==> src/rtl/rcb_alloc_pkg.sv <==
// Shared types and helpers for the rcb_alloc crossbar allocator.
package rcb_alloc_pkg;

    typedef enum logic {
        IDLE = 1'b0,
        BUSY = 1'b1
    } ost_t;

    // Index of the lowest set bit; 0 when nothing is set.
    function automatic int unsigned oh2idx(input logic [31:0] oh);
        int unsigned idx;
        idx = 0;
        for (int unsigned b = 32; b > 0; b--) begin
            if (oh[b-1]) idx = b - 1;
        end
        return idx;
    endfunction

endpackage

==> src/rtl/rcb_alloc_rr_arb.sv <==
// Round-robin arbiter: the first requester at or after ptr (wrapping) wins.
module rr_arb #(
    parameter int unsigned N = 4,
    localparam int unsigned PW = (N > 1) ? $clog2(N) : 1
) (
    input  logic [N-1:0]  req,
    input  logic [PW-1:0] ptr,
    output logic [N-1:0]  gnt
);

    logic found;

    always_comb begin
        gnt   = '0;
        found = 1'b0;
        for (int unsigned off = 0; off < N; off++) begin
            for (int unsigned k = 0; k < N; k++) begin
                if (!found && req[k] && (k == (32'(ptr) + off) % N)) begin
                    gnt[k] = 1'b1;
                    found  = 1'b1;
                end
            end
        end
    end

endmodule

==> src/rtl/rcb_alloc.sv <==
// Per-output packet allocator: one IDLE/BUSY owner FSM and round-robin arbiter
// per output, with the flit datapath steered combinationally through cfg.
module rcb_alloc
    import rcb_alloc_pkg::*;
#(
    parameter int unsigned NN = 4,
    parameter int unsigned MN = 4,
    parameter int unsigned DW = 8
) (
    input  logic                      clk,
    input  logic                      rst,
    input  logic [NN-1:0]             ivalid,
    input  logic [NN-1:0][DW-1:0]     idata,
    input  logic [NN-1:0][MN-1:0]     idst,
    input  logic [NN-1:0]             itail,
    output logic [NN-1:0]             iready,
    output logic [MN-1:0]             ovalid,
    output logic [MN-1:0][DW-1:0]     odata,
    output logic [MN-1:0]             otail,
    input  logic [MN-1:0]             oready,
    output logic [MN-1:0][NN-1:0]     cfg
);

    localparam int unsigned PW = (NN > 1) ? $clog2(NN) : 1;

    ost_t                  state   [MN];
    ost_t                  state_n [MN];
    logic [MN-1:0][NN-1:0] cfg_n;
    logic [MN-1:0][NN-1:0] reqm;
    logic [MN-1:0][NN-1:0] gnt;
    logic [MN-1:0][PW-1:0] ptr;
    logic [MN-1:0][PW-1:0] ptr_n;
    logic [NN-1:0]         owns;
    logic [NN-1:0][MN-1:0] dlow;

    // Non-one-hot destinations collapse to their lowest set bit.
    always_comb begin
        owns = '0;
        for (int unsigned k = 0; k < NN; k++) begin
            dlow[k] = idst[k] & (~idst[k] + MN'(1));
            for (int unsigned i = 0; i < MN; i++) begin
                owns[k] = owns[k] | cfg[i][k];
            end
        end
    end

    always_comb begin
        reqm = '0;
        for (int unsigned i = 0; i < MN; i++) begin
            for (int unsigned k = 0; k < NN; k++) begin
                reqm[i][k] = ivalid[k] & dlow[k][i] & ~owns[k];
            end
        end
    end

    for (genvar g = 0; g < MN; g++) begin : g_arb
        rr_arb #(.N(NN)) u_arb (
            .req (reqm[g]),
            .ptr (ptr[g]),
            .gnt (gnt[g])
        );
    end

    always_comb begin
        iready = '0;
        ovalid = '0;
        odata  = '0;
        otail  = '0;
        for (int unsigned i = 0; i < MN; i++) begin
            for (int unsigned k = 0; k < NN; k++) begin
                if (cfg[i][k]) begin
                    ovalid[i] = ivalid[k];
                    odata[i]  = idata[k];
                    otail[i]  = itail[k];
                    iready[k] = oready[i];
                end
            end
        end
    end

    always_comb begin
        state_n = state;
        cfg_n   = cfg;
        ptr_n   = ptr;
        for (int unsigned i = 0; i < MN; i++) begin
            case (state[i])
                IDLE: begin
                    if (|gnt[i]) begin
                        state_n[i] = BUSY;
                        cfg_n[i]   = gnt[i];
                    end
                end
                BUSY: begin
                    if (ovalid[i] && oready[i] && otail[i]) begin
                        state_n[i] = IDLE;
                        cfg_n[i]   = '0;
                        ptr_n[i]   = PW'((oh2idx(32'(cfg[i])) + 32'd1) % NN);
                    end
                end
                default: state_n[i] = IDLE;
            endcase
        end
    end

    always_ff @(posedge clk) begin
        if (rst) begin
            for (int unsigned i = 0; i < MN; i++) state[i] <= IDLE;
            cfg <= '0;
            ptr <= '0;
        end else begin
            state <= state_n;
            cfg   <= cfg_n;
            ptr   <= ptr_n;
        end
    end

endmodule

==> config.mk <==
export PLATFORM = sky130hd
export DESIGN_NAME = rcb_alloc
export DESIGN_NICKNAME = d
export VERILOG_FILES = /design/src/rtl/rcb_alloc_pkg.sv /design/src/rtl/rcb_alloc_rr_arb.sv /design/src/rtl/rcb_alloc.sv
export SDC_FILE = /design/constraint.sdc
export NUM_CORES = 1
export LEC_CHECK = 0
export ABC_AREA = 1
export CAP_MARGIN = 20
export CORE_UTILIZATION = 50
export CTS_CLUSTER_DIAMETER = 100
export CTS_CLUSTER_SIZE = 25
export DETAILED_ROUTE_END_ITERATION = 12
export DONT_BUFFER_PORTS = 1
export GPL_ROUTABILITY_DRIVEN = 1
export PLACE_DENSITY_LB_ADDON = 0.08
export REMOVE_ABC_BUFFERS = 1
export SYNTH_ARGS = -nofsm -noshare
export SYNTH_HDL_FRONTEND = slang
export SYNTH_SLANG_ARGS = --single-unit
==> constraint.sdc <==
create_clock -name clk -period 4.1 [get_ports clk]
set_input_delay 0.82 -clock clk [delete_from_list [all_inputs] [get_ports clk]]
set_output_delay 0.82 -clock clk [all_outputs]
set_load 0.03 [all_outputs]
==> metrics.md <==
| Metric | Value |
|---|---|
| Global route overflow | `0` |
| Worst-path fanout max | `9` |
| Crit path capture type | `output port` |
| Design area | `0.004225 mm^2` |
| Multi-input gate area | `0.002771 mm^2` |
| Via/cell ratio | `6.291` |
| Antenna violations before repair | `0` |
| Required @ worst endpoint | `3.28 ns` |
| H-tree lvl count | `1` |
| Seq/Total Area, Yosys | `0.1454` |
| Net Sw Power | `557.4 uW` |
| Critical R2R Capture | `ptr[4]` |
| Status | `finished clean` |
| Final routed DRC violation total | `0` |
| Clock slew at reported path FFs | `0.09 ns` |
| Final GP Congestion | `0.9153` |
| Cts repair resizes | `0` |
| Worst vdd ir | `0.1209 mV` |
| Final nets | `765` |
| Vias in the first global route | `4530` |
| I/O Pins | `122` |
| Commonest cells after routing, fill and taps aside | `119 x nand2_1, 106 x inv_1, 104 x nor2_1` |
| Gr usage total | `0.3341` |
| Critical path data arrival time | `2.60 ns` |
| WL final | `13.73 mm` |
| Core Region | `0.007370 mm^2` |
| Synth top area share | `0.1454` |
| Hold WS | `0.5262 ns` |
| Setup TNS | `0 ns` |
| TritonCTS Sinks | `28` |
| Routed Antenna Nets | `0` |
| Cell Int Power | `549.6 uW` |
| Number of DRC markers in iteration 0 | `308` |
| Utilization after layout | `0.5733` |
| Syn_area_per_cell | `5.654 um^2` |
| Worst-Margin Slew | `1.021 ns` |
| Via count | `5033` |
| Die height | `89.82 um` |
| Synth area leaders | `dfxtp_1 15%, nand2_1 12%, inv_1 10%` |
| WL/cell | `17.16 um` |
| Leakage Power | `0.001874 uW` |
| Pre-antenna DRT Iters | `5` |
| Antenna Diode Count | `0` |
| FF/Latch Area | `560.5 um^2` |
| Yosys warns | `0` |
| Rows | `31` |
| Post-DP HPWL | `10.74 mm` |
| Largest net degree at the start of global routing | `25` |
| # setup viols final | `0` |
| Die Footprint | `0.008068 mm^2` |
| Placement Cell Area | `0.004184 mm^2` |
| Port Buffers | `0` |
| Most common cell after layout, fill and taps aside | `nand2_1` |
| Final Max Slew Viols | `0` |
| HP Start | `state[2]` |
| Synthesized flop and latch total | `28` |
| Power share of the clock group | `0.131` |
| Reg-to-reg slack, setup | `0.93 ns` |
| First-pass GRT wire length | `22.47 mm` |
| Ys flop type | `dfxtp_1` |
| Reg2reg start | `cfg[8]` |
| Pwr per Cell Area | `262.0 mW/mm^2` |
| Critical path class | `reg -> out` |
| RSZ-0062 raised after global routing | `false` |
| Worst Skew | `0.006750 ns` |
| Synth async-reset ratio | `0` |
| Fmax | `292.4 MHz` |
| Relative slew slack | `0.3186` |
| Mapped Area | `0.003856 mm^2` |
| Fill count | `775` |
| Mapped Cells | `682` |
| Starting Density | `0.5233` |
| Hold depth | `2` |
| Root buf cell | `clkbuf_8` |
| Clock buffer depth | `2` |
| Flop pwr share | `0.298` |
| Max_cap viols | `0` |
| Hold Path Class | `reg -> reg` |
| Sw Ratio | `0.5035` |
| Synth area leader | `dfxtp_1` |
| Hold buffers post-CTS | `0` |
| Post-synth EDFFs | `0` |
| Combinational Power Share | `0.571` |
| Number of post-CTS setup repair buffers | `0` |
| Crit path time final | `3.420 ns` |
| Total CTS buffers | `3` |
| Share of layout cells above drive strength 1 | `0.1227` |
| CTS tree | `done` |
| Sink of the worst hold path | `state[2]` |
| Final Hold Fails | `0` |
| Startpoint types | `register` |
| Cell count of the worst reg-to-reg path | `10` |
| Final period utilization | `0.8341` |
| Die W | `89.82 um` |
| Worst skew pair latency | `0.27 ns` |
| Area Growth Syn to Fin | `9.572%` |
| Count of cell types in the netlist | `39` |
sequential cells by signal, indices dropped and copies added (netlist names):
register / flops
state: 4
ptr: 8
cfg: 16
synthesized netlist by cell type, types with 3 or more instances:
cell      number
a21oi_1       34
o31ai_1       33
nor2_4         3
dfxtp_1       28
o221ai_1       4
o211ai_1       9
a221oi_1      32
nor2_2        18
nor2_1       104
clkbuf_1      21
o21ai_0       29
o22ai_1        5
nand4_1       27
a31oi_1        3
a211oi_1       3
nand2_2        7
nand3_2        4
nand2_1      119
a22oi_1       10
nor3_1         8
inv_2          3
inv_1        106
nand3_1       52
stage by stage:
| step | power (uW) | std cells | setup WS [ns] |
|---|---|---|---|
| 2_1_floorplan | 772.7 | 656 | 1.353 |
| 3_3_place_gp | 952.4 | 797 | 1.098 |
| 3_5_place_dp | 957.5 | 797 | 1.010 |
| 4_1_cts | 1100 | 800 | 0.7532 |
| 5_1_grt | 1167 | 800 | 0.5835 |
| 6_report | 1107 | 800 | 0.6803 |
kinds of logic (layout without fill, tap and decap cells):
group,Yosys count,count (layout),share of synthesized area
buffers and inverters,136,155,0.1359
and+or+nand+nor,347,347,0.4127
DFF,28,28,0.1454
AOI/OAI and AO/OA,171,171,0.3060
power by group through the flow:
stage / clock network (uW) / logic [uW] / registers [uW]
3_3_place_gp: 0 / 618 / 334
2_1_floorplan: 0 / 418 / 355
5_1_grt: 158 / 677 / 332
4_1_cts: 148 / 624 / 329
6_report: 145 / 633 / 329
3_5_place_dp: 0 / 622 / 335
layer usage:
layer  GRT usage  vias up  share of wire
met5           0        -              0
met4      0.1298        0          0.034
met3     0.05245       42          0.089
met2      0.5673      309           0.46
met1      0.4224     2281           0.42
li1            -     2401              -
how the worst max path moves through the flow:
stage	start	endpoint	slack (ns)	cells after the start
4_1_cts	cfg[8]	ovalid[2]	0.75	6
3_3_place_gp	cfg[8]	ovalid[2]	1.10	6
5_1_grt	cfg[8]	otail[2]	0.58	6
3_5_place_dp	cfg[0]	ptr[1]	1.01	11
6_report	cfg[8]	ovalid[2]	0.68	6
2_1_floorplan	cfg[8]	odata[16]	1.35	4
critical path, stage by stage, from the launching register on:
cell and delay [ns]:
dfxtp_1 0.62, inv_1 0.14, nor2_1 0.59, inv_1 0.13, o22ai_1 0.16, nand2_1 0.07
a22oi_1 0.62
final cells by class:
type / instances / share of cell area
Timing Repair Buffer: 42 / 0.07462
Inverter: 110 / 0.09772
Clock buffer: 3 / 0.009772
Tap cell: 99 / 0.02932
Sequential cell: 28 / 0.1327
Multi-Input combinational cell: 518 / 0.6559
(Power assumes the default switching activity.)
